===== config.mk =====
export PLATFORM = sky130hd
export DESIGN_NAME = lcd_pattern_sequencer
export DESIGN_NICKNAME = d
export VERILOG_FILES = /design/src/rtl/lcd_pattern_sequencer.sv
export SDC_FILE = /design/constraint.sdc
export NUM_CORES = 1
export LEC_CHECK = 0
export ABC_AREA = 0
export CAP_MARGIN = 20
export CELL_PAD_IN_SITES_DETAIL_PLACEMENT = 0
export CELL_PAD_IN_SITES_GLOBAL_PLACEMENT = 1
export CORE_ASPECT_RATIO = 1.1
export CORE_MARGIN = 2
export CORE_UTILIZATION = 45
export CTS_CLUSTER_DIAMETER = 40
export CTS_CLUSTER_SIZE = 16
export DETAILED_ROUTE_END_ITERATION = 8
export DONT_BUFFER_PORTS = 1
export PLACE_DENSITY = 0.86
export SYNTH_ARGS = -nofsm -noshare
export SYNTH_HDL_FRONTEND = slang
export SYNTH_SLANG_ARGS = --single-unit

===== constraint.sdc =====
create_clock -name CLK -period 4.1 [get_ports CLK]
set_input_delay 0.82 -clock CLK [delete_from_list [all_inputs] [get_ports CLK]]
set_output_delay 0.82 -clock CLK [all_outputs]
set_load 0.01 [all_outputs]

===== src/rtl/lcd_pattern_sequencer.sv =====
// lcd_pattern_sequencer
//   Steps an LCD test-pattern index from a single push button. A short press
//   advances one pattern at the next frame start. A long press toggles auto
//   mode, in which the pattern advances every AUTO_FRAMES frames. Pattern
//   changes take effect only at a frame boundary, marked by the falling edge
//   of VSYNC.
// Ports
//   CLK        : system clock, rising edge
//   nRST       : synchronous active-low reset
//   BTN_N      : raw asynchronous button, 0 = pressed
//   LCD_VSYNC  : asynchronous active-low VSYNC from the LCD timing generator
//   PAT_SEL    : current pattern index, 0..NUM_PAT-1
//   PAT_UPDATE : one-cycle pulse in the first cycle of a new PAT_SEL value
//   AUTO_MODE  : 1 while auto-cycle mode is active
//   LED        : active-low one-hot copy of PAT_SEL
module lcd_pattern_sequencer #(
   parameter int unsigned DEB_CYCLES  = 100000,
   parameter int unsigned LONG_CYCLES = 13500000,
   parameter int unsigned AUTO_FRAMES = 120,
   parameter int unsigned NUM_PAT     = 6
) (
   input  logic       CLK,
   input  logic       nRST,
   input  logic       BTN_N,
   input  logic       LCD_VSYNC,
   output logic [2:0] PAT_SEL,
   output logic       PAT_UPDATE,
   output logic       AUTO_MODE,
   output logic [5:0] LED
);

   localparam int unsigned DW = (DEB_CYCLES > 1) ? $clog2(DEB_CYCLES) : 1;
   localparam int unsigned HW = $clog2(LONG_CYCLES + 1);
   localparam int unsigned FW = (AUTO_FRAMES > 1) ? $clog2(AUTO_FRAMES) : 1;
   localparam logic [DW-1:0] DEB_LAST = DW'(DEB_CYCLES - 1);
   localparam logic [HW-1:0] HOLD_MAX = HW'(LONG_CYCLES);
   localparam logic [FW-1:0] FRM_LAST = FW'(AUTO_FRAMES - 1);
   localparam logic [2:0]    PAT_LAST = 3'(NUM_PAT - 1);

   typedef enum logic [1:0] {
      IDLE = 2'd0,
      HELD = 2'd1,
      LONG = 2'd2
   } press_state_t;

   press_state_t    state, state_next;
   logic            btn_s1, btn_s2, vs_s1, vs_s2, vs_d;
   logic            deb_level, deb_prev;
   logic [DW-1:0]   deb_cnt;
   logic [HW-1:0]   hold_cnt;
   logic [FW-1:0]   frm_cnt;
   logic            pending;
   logic            deb_fall, deb_rise, frame_start;
   logic            short_press, long_hit, hold_clear, hold_inc;
   logic            auto_req, advance;

   // Synchronizers, debounce and edge history
   always_ff @(posedge CLK) begin
      if (!nRST) begin
         btn_s1    <= 1'b1;
         btn_s2    <= 1'b1;
         vs_s1     <= 1'b1;
         vs_s2     <= 1'b1;
         vs_d      <= 1'b1;
         deb_level <= 1'b1;
         deb_prev  <= 1'b1;
         deb_cnt   <= '0;
      end else begin
         btn_s1   <= BTN_N;
         btn_s2   <= btn_s1;
         vs_s1    <= LCD_VSYNC;
         vs_s2    <= vs_s1;
         vs_d     <= vs_s2;
         deb_prev <= deb_level;
         if (btn_s2 == deb_level) begin
            deb_cnt <= '0;
         end else if (deb_cnt == DEB_LAST) begin
            deb_level <= btn_s2;
            deb_cnt   <= '0;
         end else begin
            deb_cnt <= deb_cnt + 1'b1;
         end
      end
   end

   assign deb_fall    = deb_prev & ~deb_level;
   assign deb_rise    = ~deb_prev & deb_level;
   assign frame_start = vs_d & ~vs_s2;

   // Press FSM: state register
   always_ff @(posedge CLK) begin
      if (!nRST) state <= IDLE;
      else       state <= state_next;
   end

   // Press FSM: next state
   always_comb begin
      state_next = state;
      case (state)
         IDLE: if (deb_fall) state_next = HELD;
         // Reaching the long threshold wins over a release in the same cycle;
         // that release still returns to IDLE so no extra press is needed.
         HELD: begin
            if (hold_cnt == HOLD_MAX) state_next = deb_rise ? IDLE : LONG;
            else if (deb_rise)        state_next = IDLE;
         end
         LONG: if (deb_rise) state_next = IDLE;
         default: state_next = IDLE;
      endcase
   end

   // Press FSM: outputs
   always_comb begin
      short_press = 1'b0;
      long_hit    = 1'b0;
      hold_clear  = 1'b0;
      hold_inc    = 1'b0;
      case (state)
         IDLE: hold_clear = deb_fall;
         HELD: begin
            long_hit    = (hold_cnt == HOLD_MAX);
            short_press = deb_rise & (hold_cnt != HOLD_MAX);
            hold_inc    = (hold_cnt != HOLD_MAX);
         end
         default: ;
      endcase
   end

   always_ff @(posedge CLK) begin
      if (!nRST || hold_clear) hold_cnt <= '0;
      else if (hold_inc)       hold_cnt <= hold_cnt + 1'b1;
   end

   // Auto mode and its frame counter
   assign auto_req = AUTO_MODE & frame_start & (frm_cnt == FRM_LAST);

   always_ff @(posedge CLK) begin
      if (!nRST)         AUTO_MODE <= 1'b0;
      else if (long_hit) AUTO_MODE <= ~AUTO_MODE;
   end

   always_ff @(posedge CLK) begin
      if (!nRST || !AUTO_MODE || long_hit) frm_cnt <= '0;
      else if (frame_start)                frm_cnt <= (frm_cnt == FRM_LAST) ? '0 : frm_cnt + 1'b1;
   end

   // A press completing in the frame_start cycle is serviced immediately, so
   // the flag never needs to be set at that edge.
   assign advance = frame_start & (pending | short_press | auto_req);

   always_ff @(posedge CLK) begin
      if (!nRST || frame_start) pending <= 1'b0;
      else if (short_press)     pending <= 1'b1;
   end

   // Pattern register
   always_ff @(posedge CLK) begin
      if (!nRST) begin
         PAT_SEL    <= '0;
         PAT_UPDATE <= 1'b0;
      end else begin
         PAT_UPDATE <= advance;
         if (advance) PAT_SEL <= (PAT_SEL == PAT_LAST) ? '0 : PAT_SEL + 1'b1;
      end
   end

   always_comb begin
      LED = ~(6'b000001 << PAT_SEL);
   end

endmodule


==> results of run 1 <==
[cell families (layout without fill, tap and decap cells)]
| group | count (synthesis) | count (layout) | share of synthesized area [%] |
|---|---|---|---|
| and+or+nand+nor | 166 | 166 | 29.1 |
| xor gates and xnor gates | 40 | 40 | 11.6 |
| AOI/OAI and AO/OA | 40 | 40 | 11.7 |
| muxes | 2 | 2 | 0.661 |
| DFF | 63 | 63 | 41.7 |
| adders and majority gates | 5 | 5 | 2.07 |
| buffers and inverters | 24 | 31 | 3.31 |
[power groups by stage]
stage | Sequential [W] | Clock [W] | Combinational [W]
floorplan | 0.000629 | 0 | 0.0000102
global placement | 0.000629 | 0 | 0.0000118
detailed placement | 0.000629 | 0 | 0.0000118
CTS | 0.000615 | 0.000692 | 0.0000118
global route | 0.000615 | 0.000717 | 0.0000132
finish | 0.000615 | 0.000681 | 0.0000116
[stage by stage]
step | power, W | instance area, um^2 | utilization (%) | worst slack (ns) | std cells
6_report | 0.00131 | 3350 | 51.1 | 1.66 | 429
5_1_grt | 0.00135 | 3350 | 51.1 | 1.51 | 429
4_1_cts | 0.00132 | 3350 | 51.1 | 1.66 | 429
3_5_place_dp | 0.000641 | 3090 | 47.2 | 1.68 | 413
3_3_place_gp | 0.000641 | 3090 | 47.2 | 1.73 | 413
2_1_floorplan | 0.000639 | 3030 | - | 2.11 | 340
[layout by cell type (no fill, tap or decap), types with 2 or more instances in the layout]
| cell | synthesis | routed |
|---|---|---|
| a2111oi_0 | 2 | 2 |
| a2111oi_2 | 6 | 6 |
| a211oi_1 | 2 | 2 |
| a21o_1 | 3 | 3 |
| a21oi_1 | 10 | 10 |
| a31o_1 | 2 | 2 |
| a31o_2 | 2 | 2 |
| a31oi_1 | 2 | 2 |
| and2_1 | 5 | 5 |
| and3_1 | 9 | 9 |
| and4_1 | 7 | 7 |
| bufinv_16 | 0 | 3 |
| clkbuf_8 | 0 | 10 |
| clkinv_4 | 0 | 2 |
| dfxtp_1 | 63 | 63 |
| ha_1 | 5 | 5 |
| inv_1 | 14 | 14 |
| mux2i_1 | 2 | 2 |
| nand2_1 | 19 | 19 |
| nand2b_1 | 12 | 12 |
| nand3_1 | 20 | 20 |
| nand4_1 | 15 | 15 |
| nand4b_1 | 2 | 2 |
| nor2_1 | 53 | 53 |
| nor2b_1 | 4 | 4 |
| nor3_1 | 6 | 6 |
| nor4_1 | 3 | 3 |
| or2_2 | 2 | 2 |
| or3_1 | 2 | 2 |
| xnor2_1 | 17 | 17 |
| xor2_1 | 23 | 23 |
[critical path, cell delays in order, from the launching register on]
cell	delay [ns]
dfxtp_1	0.37
or4b_4	0.54
nor4_4	0.75
a2111oi_4	0.28
a31o_1	0.30
a21oi_1	0.12
[state kept, by name, indices dropped and copies added (netlist names)]
register and cells:
deb_cnt 17, btn_s1 1, PAT_UPDATE 1, pending 1
hold_cnt 24, state 2, frm_cnt 7, PAT_SEL 3
deb_prev 1, vs_s1 1, btn_s2 1, vs_s2 1
deb_level 1, vs_d 1, AUTO_MODE 1
[final timing paths]
path,from,to
worst min-delay path,vs_s1,vs_s2
worst max-delay path,hold_cnt[2],hold_cnt[12]
worst max register to register,hold_cnt[2],hold_cnt[12]
worst min register to register,vs_s1,vs_s2
[metal layers]
metal | routed length, um | part of all wire [%] | vias to the layer above | track usage, %
li1 | - | - | 1209 | -
met1 | 2780 | 49 | 1103 | 20.4
met2 | 2580 | 45 | 35 | 25.1
met3 | 183 | 3.2 | 13 | 3.71
met4 | 140 | 2.5 | 0 | 8.47
met5 | 0 | 0 | - | 0
[layout make-up]
class                      count  area [um^2]  area share [%]
sequential                    63         1260            37.7
inverter                      14         52.6            1.57
timing repair buffer           1         7.51           0.224
multi-input combinational    253         1670            49.9
clock inverter                 6          116            3.48
clock buffer                  10          138            4.11
tap                           82          103            3.06
==> out/results.txt, run 1 <==
The run finished with clean final reports. In the synthesized netlist, the number of instances is 340. The number of setup buffers added after CTS came out at 0.

The worst path uses 59.5% of the clock period. Clock latency on the worst-skew pair: 0.34 ns. The maximum fanout along the worst path was 15; the overall die area was 7400 um^2. For the residual overflow from global routing, the log shows 0. The tools report the clock tree root buffer cell as clkbuf_8.

The routed layout has 2360 vias. The worst setup path is captured at a register. Once the floorplan was initialized, standard cells occupied 46.2% of the core.

The clock passes through at most 2 buffers. The run gives 0 as the count of cells resized by post-cts repair. The clock period minus final worst setup slack came out at 2.44 ns.

Net switching is 20.3% of the power. Slew at the pin closest to its max-slew limit: 0.988 ns. The largest net degree at the start of global routing was 25; the count of nets after finishing was 351. In the final timing run, aggregate negative setup slack is 0 ns.

The level count of the clock H-tree is 3, and the final weighted congestion of routability-driven global placement is 0.813. dfxtp_1 is the most common cell in the netlist. By area the synthesized netlist is led by dfxtp_1, xor2_1, nor2_1, xnor2_1, nand3_1. The number of cells traversed by the worst register-to-register path was 5; the total clock buffers created by CTS was 9.

The setup path with the least slack is of type register to register. In this run the vertical extent of the chip is 90.0 um. The run gives 0 as the post-route DRC violation count. The post-detailed-route wirelength per cell came out at 13.2 um. The number of antenna violations at the first check in global routing is 0.

The analysis attributes to cell leakage a power of 1.11 nW. Fill cell total of the finished layout: 612. The tool flagged a number of max-cap violations equal to 0. The total of hold buffers inserted after clock tree synthesis was 0. Yosys mapped a number of flops with a built-in enable equal to 0. STA classifies the critical path startpoint as a register. The run gives 52.1% as the fraction of power consumed by the clock network. The mapped netlist covers 3030 um^2. The switching power of the nets is 0.000266 W, and the number of endpoints failing setup at the final stage is 0. Combinational logic burns 0.9% of the power. Summed over all nets, the half-perimeter wirelength after detailed placement is 3890 um.

After synthesis, the most frequently instantiated cells are dfxtp_1, nor2_1, xor2_1. The repair_antennas step left the layout with diodes totalling 0. The number of warnings reported in the yosys synthesis log was 0; the sequential power share was 47.0%.

The arrival time of the worst setup path came out at 2.71 ns. For the number of nets still failing antenna checks after routing, the log shows 0. Headroom to the max-slew limit came out at 33.6%. The number of buffers inserted by port buffering was 0. The reg2reg setup slack was 1.66 ns.

A synthesized cell averages 8.90 um^2. Cell internal power was estimated by the tool at 0.00104 W. The share of flip-flops with an asynchronous set or reset is 0%. The floorplan has 31 rows. The number of nets in the synthesized netlist is 349. After synthesis, the largest area contributor takes up 41.7% of total cell area. Clock-pin slew was measured on the worst setup and hold paths at 0.08 ns. The logs give 5680 um for the total length of routed wires and 9510 um for the first-pass GRT wire length. The area of the core region is 6560 um^2. The largest area contributor in the netlist is dfxtp_1. The total power per unit cell area works out to 391 nW/um^2. Clock tree synthesis found a total of 63 sinks. Before antenna repair, the detailed router went through 4 iterations. The per-cell via count in the routed design was 5.50; the area added between synthesis and finish was 10.6%.

For the worst setup path, the data required time is 4.37 ns. The highest clock frequency the design can meet came out at 410 MHz. The worst hold-check slack is 0.415 ns, and the number of hold violations in the final report is 0.

Path class of the lowest-slack min-delay path: register to register. The run gives 2170 as the number of global-route vias before repair. The worst clock skew was 0.0112 ns.

Setup repair after global routing left no endpoint under its margin. In this run, synthesis produced a sequential element count of 63. Dominant register cell in the synthesized netlist: dfxtp_1.

The detailed router finished its first iteration with 120 violations. The fraction of layout cells with a size suffix above 1 was 9.22%. 15 I/O pins were placed.

The run gives 0 as the number of pins with negative max-slew slack in the final report. For this run, the total global-route usage over all layers was measured as 16.2%. TritonCTS built the clock tree.

The worst-case IR drop observed on VDD is 0.310 mV. The die is 82.2 um wide. Summing the sequential cell areas from Yosys gives 41.7% of the chip area.

The worst hold path depth was 1; the post-synthesis cell type count was 48.
(Power assumes the default switching activity.)
==> inputs of run 2 (changes only) <==
--- a/config.mk
+++ b/config.mk
@@ -11,12 +11,12 @@
 export CELL_PAD_IN_SITES_GLOBAL_PLACEMENT = 1
 export CORE_ASPECT_RATIO = 1.1
 export CORE_MARGIN = 2
-export CORE_UTILIZATION = 45
+export CORE_UTILIZATION = 44
 export CTS_CLUSTER_DIAMETER = 40
 export CTS_CLUSTER_SIZE = 16
 export DETAILED_ROUTE_END_ITERATION = 8
 export DONT_BUFFER_PORTS = 1
-export PLACE_DENSITY = 0.86
+export PLACE_DENSITY = 0.87
 export SYNTH_ARGS = -nofsm -noshare
 export SYNTH_HDL_FRONTEND = slang
 export SYNTH_SLANG_ARGS = --single-unit
==> constraint.sdc (replaced) <==
create_clock -name CLK -period 2.19 [get_ports CLK]
set_input_delay 0.438 -clock CLK [delete_from_list [all_inputs] [get_ports CLK]]
set_output_delay 0.438 -clock CLK [all_outputs]
set_load 0.01 [all_outputs]
==> run 2 against run 1 <==
Die area rose by 2.2%; sequential share of layout area is 0.57 points lower; critical path depth grew 3; clock power rose by 47%.
==> out/results.txt, run 2 (synthesis gave the netlist of run 1 again) <==
The most critical setup path has its startpoint at hold_cnt[1]. The worst endpoint required time came out at 2.42 ns. Leaving out fill and tap cells, the most frequent cells in the layout are dfxtp_1, nor2_1, xor2_1. The maximum fanout along the worst path was 7; the largest net degree at the start of global routing was 25.

The leakage component of the power was 1.15 nW. The count of cells resized by post-cts repair was 0; the buffer levels on the longest clock path was 2. The cell sitting at the root of the clock tree is a clkbuf_8.

The final layout contains routed wiring with a total length of 5800 um. After clock tree synthesis, the clock-pin slew on the worst setup and hold paths is 0.08 ns. The post-detailed-route wirelength per cell was 13.1 um; the flip-flop count of the largest register, all copies and words added was 24. In this run the core area contains 31 standard-cell rows. The type of element capturing the critical path is a register.

Clock tree synthesis inserted a total of 9 buffers. For this run, the slowest stage of the critical path takes 0.41 ns. In this run the critical register-to-register path is captured at hold_cnt[11]. The logs give 0 for the number of hold violations in the final report and 0 for the number of nets still failing antenna checks after routing.

The largest registers in the layout are hold_cnt: 24 flops, deb_cnt: 17 flops, frm_cnt: 7 flops. The number of global-route vias before repair is 2204. The floorplan step defined a die boundary enclosing 7560 um^2. Setup repair after global routing left no endpoint under its margin.

Critical path endpoint: hold_cnt[11]. The number of setup buffers added after CTS is 0, and the per-cell via count in the routed design is 5.41. The tools report the count of pins on the block boundary as 15.

In this run the number of cells on the critical path is 8. The tools report the area of the core region as 6630 um^2. The cell area after layout came out at 3400 um^2.

The run gives 4 as the count of TritonRoute iterations in the first routing pass. The tools report the post-DP HPWL as 4030 um. The number of vias after detailed routing is 2392. The tightest hold path in the finished design has a slack of 0.153 ns. Based on the critical path, the design can be clocked at up to 497 MHz. From bottom edge to top edge, the die measures 91.0 um. The first global-routing pass estimated 10100 um of wire.

Broken down by cell family, the worst path's largest delay share belongs to simple AND/OR/NAND/NOR gates. Area added between synthesis and finish: 12.3%. The run finished with clean final reports.

For the worst clock skew, the log shows 0.0106 ns. The arrival time of the worst setup path was 2.24 ns. The setup path with the least slack is of type register to register. Once the floorplan was initialized, standard cells occupied 45.6% of the core. The clock reaches the later pin of the worst-skew pair after 0.35 ns. The count of buffer and inverter cells on the critical path was 2. After global routing the overflow that remains totals 0.

The tools report the number of pins with negative max-slew slack in the final report as 0. The run gives 63 as the TritonCTS sink count. The element type at the critical path start was a register.

The register name with the most flops was hold_cnt. The worst hold path belongs to the class input pin to register. The fraction of layout cells with a size suffix above 1 was 13.1%; the post-route DRC violation count was 0.

The number of antenna violations at the first check in global routing is 0. The signal on the critical path passes through inv_1 > ha_1 > and3b_1 > and3_1 > buf_4 > a2111oi_2 > xnor2_1 > nor2_1. The post-route clock period utilization works out to 92.0%. For flop-to-flop paths, the worst setup slack is 0.18 ns. TritonCTS built the clock tree.

The largest individual stage delay along the critical path comes from the cell a2111oi_2. After routing, the total negative slack on setup checks comes to 0 ns. Global routing used 16.3% of the available tracks. The number of endpoints failing setup at the final stage is 0.

The worst flop-to-flop path startpoint is hold_cnt[1]. For this design, the CTS-stage hold fixing added 0 buffers. The die is 83.1 um wide. The sequential power share came out at 52.9%. The slew at the pin closest to its max-slew limit works out to 0.469 ns.

Buffers placed on the I/O ports in this run total 0. The logs give 3190 um^2 for the total cell area at the placement stage and 3 for the level count of the clock H-tree. For the relative max-transition margin, the log shows 67.9%. The repair_antennas step left the layout with diodes totalling 0. Across the run, the number of max-cap violations was 0. Net switching is 22.7% of the power. In this run the power spent charging and discharging nets is 0.000494 W. Leaving out fill and tap cells, the most frequent cell in the layout is dfxtp_1. Per report_power, the clock group accounts for 46.0% of the total. The worst-case IR drop observed on VDD is 0.317 mV.

Per report_power, the combinational group accounts for 1.1% of the total. The number of cells traversed by the worst register-to-register path was 8; the DRC marker count from the first detailed-route iteration was 119. Routability-driven placement finished with a final weighted congestion of 0.834. The internal power of the cells totals 0.00168 W. Dividing total power by cell area gives a power density of 641 nW/um^2. In the final design database the tool counted 364 nets. The clock period minus final worst setup slack works out to 2.01 ns.
## run 2: metal layers
layer	GRT usage, %	vias up	part of all wire, %
li1	-	1223	-
met1	20.8	1125	49
met2	25.5	33	46
met3	3.64	11	2.6
met4	9.15	0	2.2
met5	0	-	0
## run 2: through the flow
step | total power, W | worst slack (ns) | util [%] | std cells
floorplan | 0.00120 | 0.199 | - | 340
global placement | 0.00120 | 0.162 | 48.1 | 426
detailed placement | 0.00120 | 0.112 | 48.1 | 426
CTS | 0.00220 | 0.0944 | 51.1 | 442
global route | 0.00225 | 0.0305 | 51.3 | 442
finish | 0.00218 | 0.176 | 51.3 | 442
## run 2: area by class of cell
cell class / count / area [um^2]
fillers: 621 / 3230
multi-input cells: 253 / 1680
flip-flops and latches: 63 / 1260
clock buffers: 9 / 124
repair buffers: 14 / 105
well taps: 82 / 103
clock inverters: 7 / 72.6
inverters: 14 / 52.6
## run 2: how the worst min path moves through the flow
stage,cells past startpoint,startpoint,endpoint
after floorplan,1,btn_s1,btn_s2
after global placement,1,btn_s1,btn_s2
after detailed placement,1,vs_s1,vs_s2
after CTS,1,nRST,deb_level
after global routing,1,nRST,vs_d
final,1,nRST,deb_level
## run 2: power by group through the flow
| stage | Sequential [W] | Combinational (W) | Clock, W |
|---|---|---|---|
| 2_1_floorplan | 0.00118 | 0.0000190 | 0 |
| 3_3_place_gp | 0.00118 | 0.0000242 | 0 |
| 3_5_place_dp | 0.00118 | 0.0000247 | 0 |
| 4_1_cts | 0.00115 | 0.0000248 | 0.00103 |
| 5_1_grt | 0.00115 | 0.0000274 | 0.00107 |
| 6_report | 0.00115 | 0.0000241 | 0.00100 |
==> inputs of run 3 (changes only) <==
--- a/config.mk
+++ b/config.mk
@@ -11,12 +11,11 @@
 export CELL_PAD_IN_SITES_GLOBAL_PLACEMENT = 1
 export CORE_ASPECT_RATIO = 1.1
 export CORE_MARGIN = 2
-export CORE_UTILIZATION = 44
+export CORE_UTILIZATION = 41
 export CTS_CLUSTER_DIAMETER = 40
 export CTS_CLUSTER_SIZE = 16
 export DETAILED_ROUTE_END_ITERATION = 8
-export DONT_BUFFER_PORTS = 1
-export PLACE_DENSITY = 0.87
+export PLACE_DENSITY = 0.86
 export SYNTH_ARGS = -nofsm -noshare
 export SYNTH_HDL_FRONTEND = slang
 export SYNTH_SLANG_ARGS = --single-unit
==> run 3 against run 2 <==
Sequential power about the same; critical path type is now register to primary output; via count increased by 1.7%; register-to-register slack about the same; routed wire length increased by 2.5%; count of clock-buffer cells in the layout increased by 2; total power increased by 4.5%; global-route usage decreased by 0.10 points; critical path depth decreased by 4.
==> out/results.txt, run 3 (synthesis gave the netlist of run 1 again) <==
The net count of the finished layout is 380. The internal power consumption came out at 0.00183 W. The worst hold path depth is 1, and the first-pass GRT wire length is 10300 um.

Clock period minus final worst setup slack: 2.09 ns. The number of global-route vias before repair was 2252; the post-route clock period utilization was 95.5%. The worst endpoint required time was 1.75 ns; the leakage component of the power was 1.23 nW. The category of the critical setup timing path was register to primary output. Entering global routing, the biggest net connects 25 pins. No sink is reached through more buffers than the 2 on the longest clock path.

The most utilized layer in the global route result is met2. The arrival time of the worst setup path is 1.65 ns, and the total clock buffers created by CTS is 9. The flow ran to the end, and the final reports show no timing, DRC or antenna violations.

Setup repair after global routing left no endpoint under its margin. The element type at the critical path start was a register. Headroom to the max-slew limit came out at 67.5%. For the worst-case setup slack after placement, the log shows 0.0789 ns. In the final routed layout, each cell accounts on average for 12.9 um.

The maximum fanout along the worst path was 11; the TritonCTS sink count was 63. The first TritonRoute pass finished after 4 iterations. For this run, design rule violations remaining after detail routing come to 0. The area added between synthesis and finish came out at 19.2%.

Type of element capturing the critical path: a primary output. The most common cell after layout, fill and taps aside was dfxtp_1. The run gives 7090 um^2 as the area of the core region. The tool flagged a number of max-cap violations equal to 0. For the share of the core filled with cells in the final layout, the log shows 50.9%. At the end of routability-driven placement, the weighted congestion stood at 0.833. For the residual overflow from global routing, the log shows 0. Once routing completed, OpenROAD measured the worst setup slack at 0.0988 ns. For the final total negative setup slack, the log shows 0 ns. 0 antenna diodes ended up in the layout.

The path class of the lowest-slack min-delay path is register to register. Timing would allow up to 478 MHz. VDD sags by at most 0.361 mV. The per-cell via count in the routed design was 5.29. The logs give 50.6% for the sequential power share and 24.5% for the global-route met2 utilization. The die is 94.1 um tall.

For met1 alone, demand over resource in global routing was 21.0%. Counting cells, the worst reg-to-reg path comes to 8. The tools report the clock tree root buffer cell as clkbuf_8. In the global route stage, met3 resource usage came out at 5.62%. The clock transition at the register clock pins on the worst setup and hold paths after CTS is 0.06 ns. Number of pins with negative max-slew slack in the final report: 0. The top cell types in the final layout, fill and taps aside, are dfxtp_1, nor2_1, xor2_1.

The post-DP HPWL came out at 4290 um. The tools report the total length of routed wires as 5940 um. The width of the chip works out to 85.9 um. For the initial cell density of the core, the log shows 42.7%.

The switching power of the nets was 0.000448 W. Setup violations remaining at the end of the flow were counted as 0. The share of total power in combinational logic was 1.6%; the slew at the pin closest to its max-slew limit was 0.475 ns. The number of hold violations in the final report came out at 0. The total power came out at 0.00228 W.

The fraction of layout cells with a size suffix above 1 was 12.5%. The run gives 0 as the number of antenna violations at the first check in global routing. The H-tree was split into 3 levels. In this run switching power makes up 19.7% of total power. In this run the remaining antenna-violating nets after routing total 0. The die covers 8090 um^2.

For the DRC marker count from the first detailed-route iteration, the log shows 107. TritonCTS built the clock tree. Power spread over the standard cell area amounts to 631 nW/um^2. The worst clock skew was 0.00923 ns. The routed layout has 2433 vias. The combined global-route utilization of all metal layers came out at 16.2%. The register with the most flip-flops in the layout has 24 of them. The fraction of power consumed by the clock network was 47.7%. The register name with the most flops is hold_cnt.

Port buffering added 14 buffers. The tools report the clock latency on the worst-skew pair as 0.34 ns. Row generation in the floorplan step produced 32 rows.

The largest registers in the layout are hold_cnt: 24 flops, deb_cnt: 17 flops, frm_cnt: 7 flops. Count of pins on the block boundary: 15.
run 3: cell types whose count changed in the layout (fill, tap and decap cells not counted), sizes merged:
| cell | previous run | this run |
|---|---|---|
| buf | 14 | 16 |
| clkdlybuf4s50 | 0 | 14 |
| inv | 15 | 14 |
| clkinv | 3 | 2 |
| clkbuf | 9 | 11 |
| bufinv | 1 | 2 |
| clkinvlp | 2 | 0 |
run 3: worst paths after layout:
path	startpoint	endpoint	slack, ns
max	PAT_SEL[0]	LED[3]	0.1
min	btn_s1	btn_s2	0.41
max reg2reg	hold_cnt[1]	hold_cnt[18]	0.18
min reg2reg	btn_s1	btn_s2	0.41
run 3: cell type report:
cell class	count	area, um^2
Clock buffer	11	141
Clock inverter	4	70.1
Fill cell	673	3480
Inverter	14	52.6
Multi-Input combinational cell	253	1690
Sequential cell	63	1260
Tap cell	85	106
Timing Repair Buffer	30	285
run 3: routing by layer:
metal / vias to the layer above / wire, um
met1: 1136 / 2950
met4: 0 / 91
met5: - / 0
met2: 33 / 2670
li1: 1256 / -
met3: 8 / 238
run 3: metrics by stage:
stage,cell area [um^2],hold slack [ns],instances
after global placement,3380,0.391,445
after detailed placement,3380,0.399,445
after CTS,3590,0.411,460
final,3610,0.407,460
after floorplan,3030,0.386,340
after global routing,3610,0.437,460
run 3: critical path: stages (launching register included):
cell             delay, ns
dfxtp_1               0.51
and2_1                0.18
ha_1                  0.13
inv_1                 0.03
clkdlybuf4s50_1       0.46
run 3: power by group through the flow:
stage	Clock [W]	Combinational, W	Sequential [W]
6_report	0.00109	0.0000373	0.00115
5_1_grt	0.00117	0.0000418	0.00115
3_3_place_gp	0	0.0000380	0.00118
4_1_cts	0.00111	0.0000383	0.00115
2_1_floorplan	0	0.0000190	0.00118
3_5_place_dp	0	0.0000379	0.00118
run 3: timing repair:
action	CTS	global route
hold buffers	0	0
buffers inserted	0	0
setup endpoints to repair	0	6
resized for setup	0	4
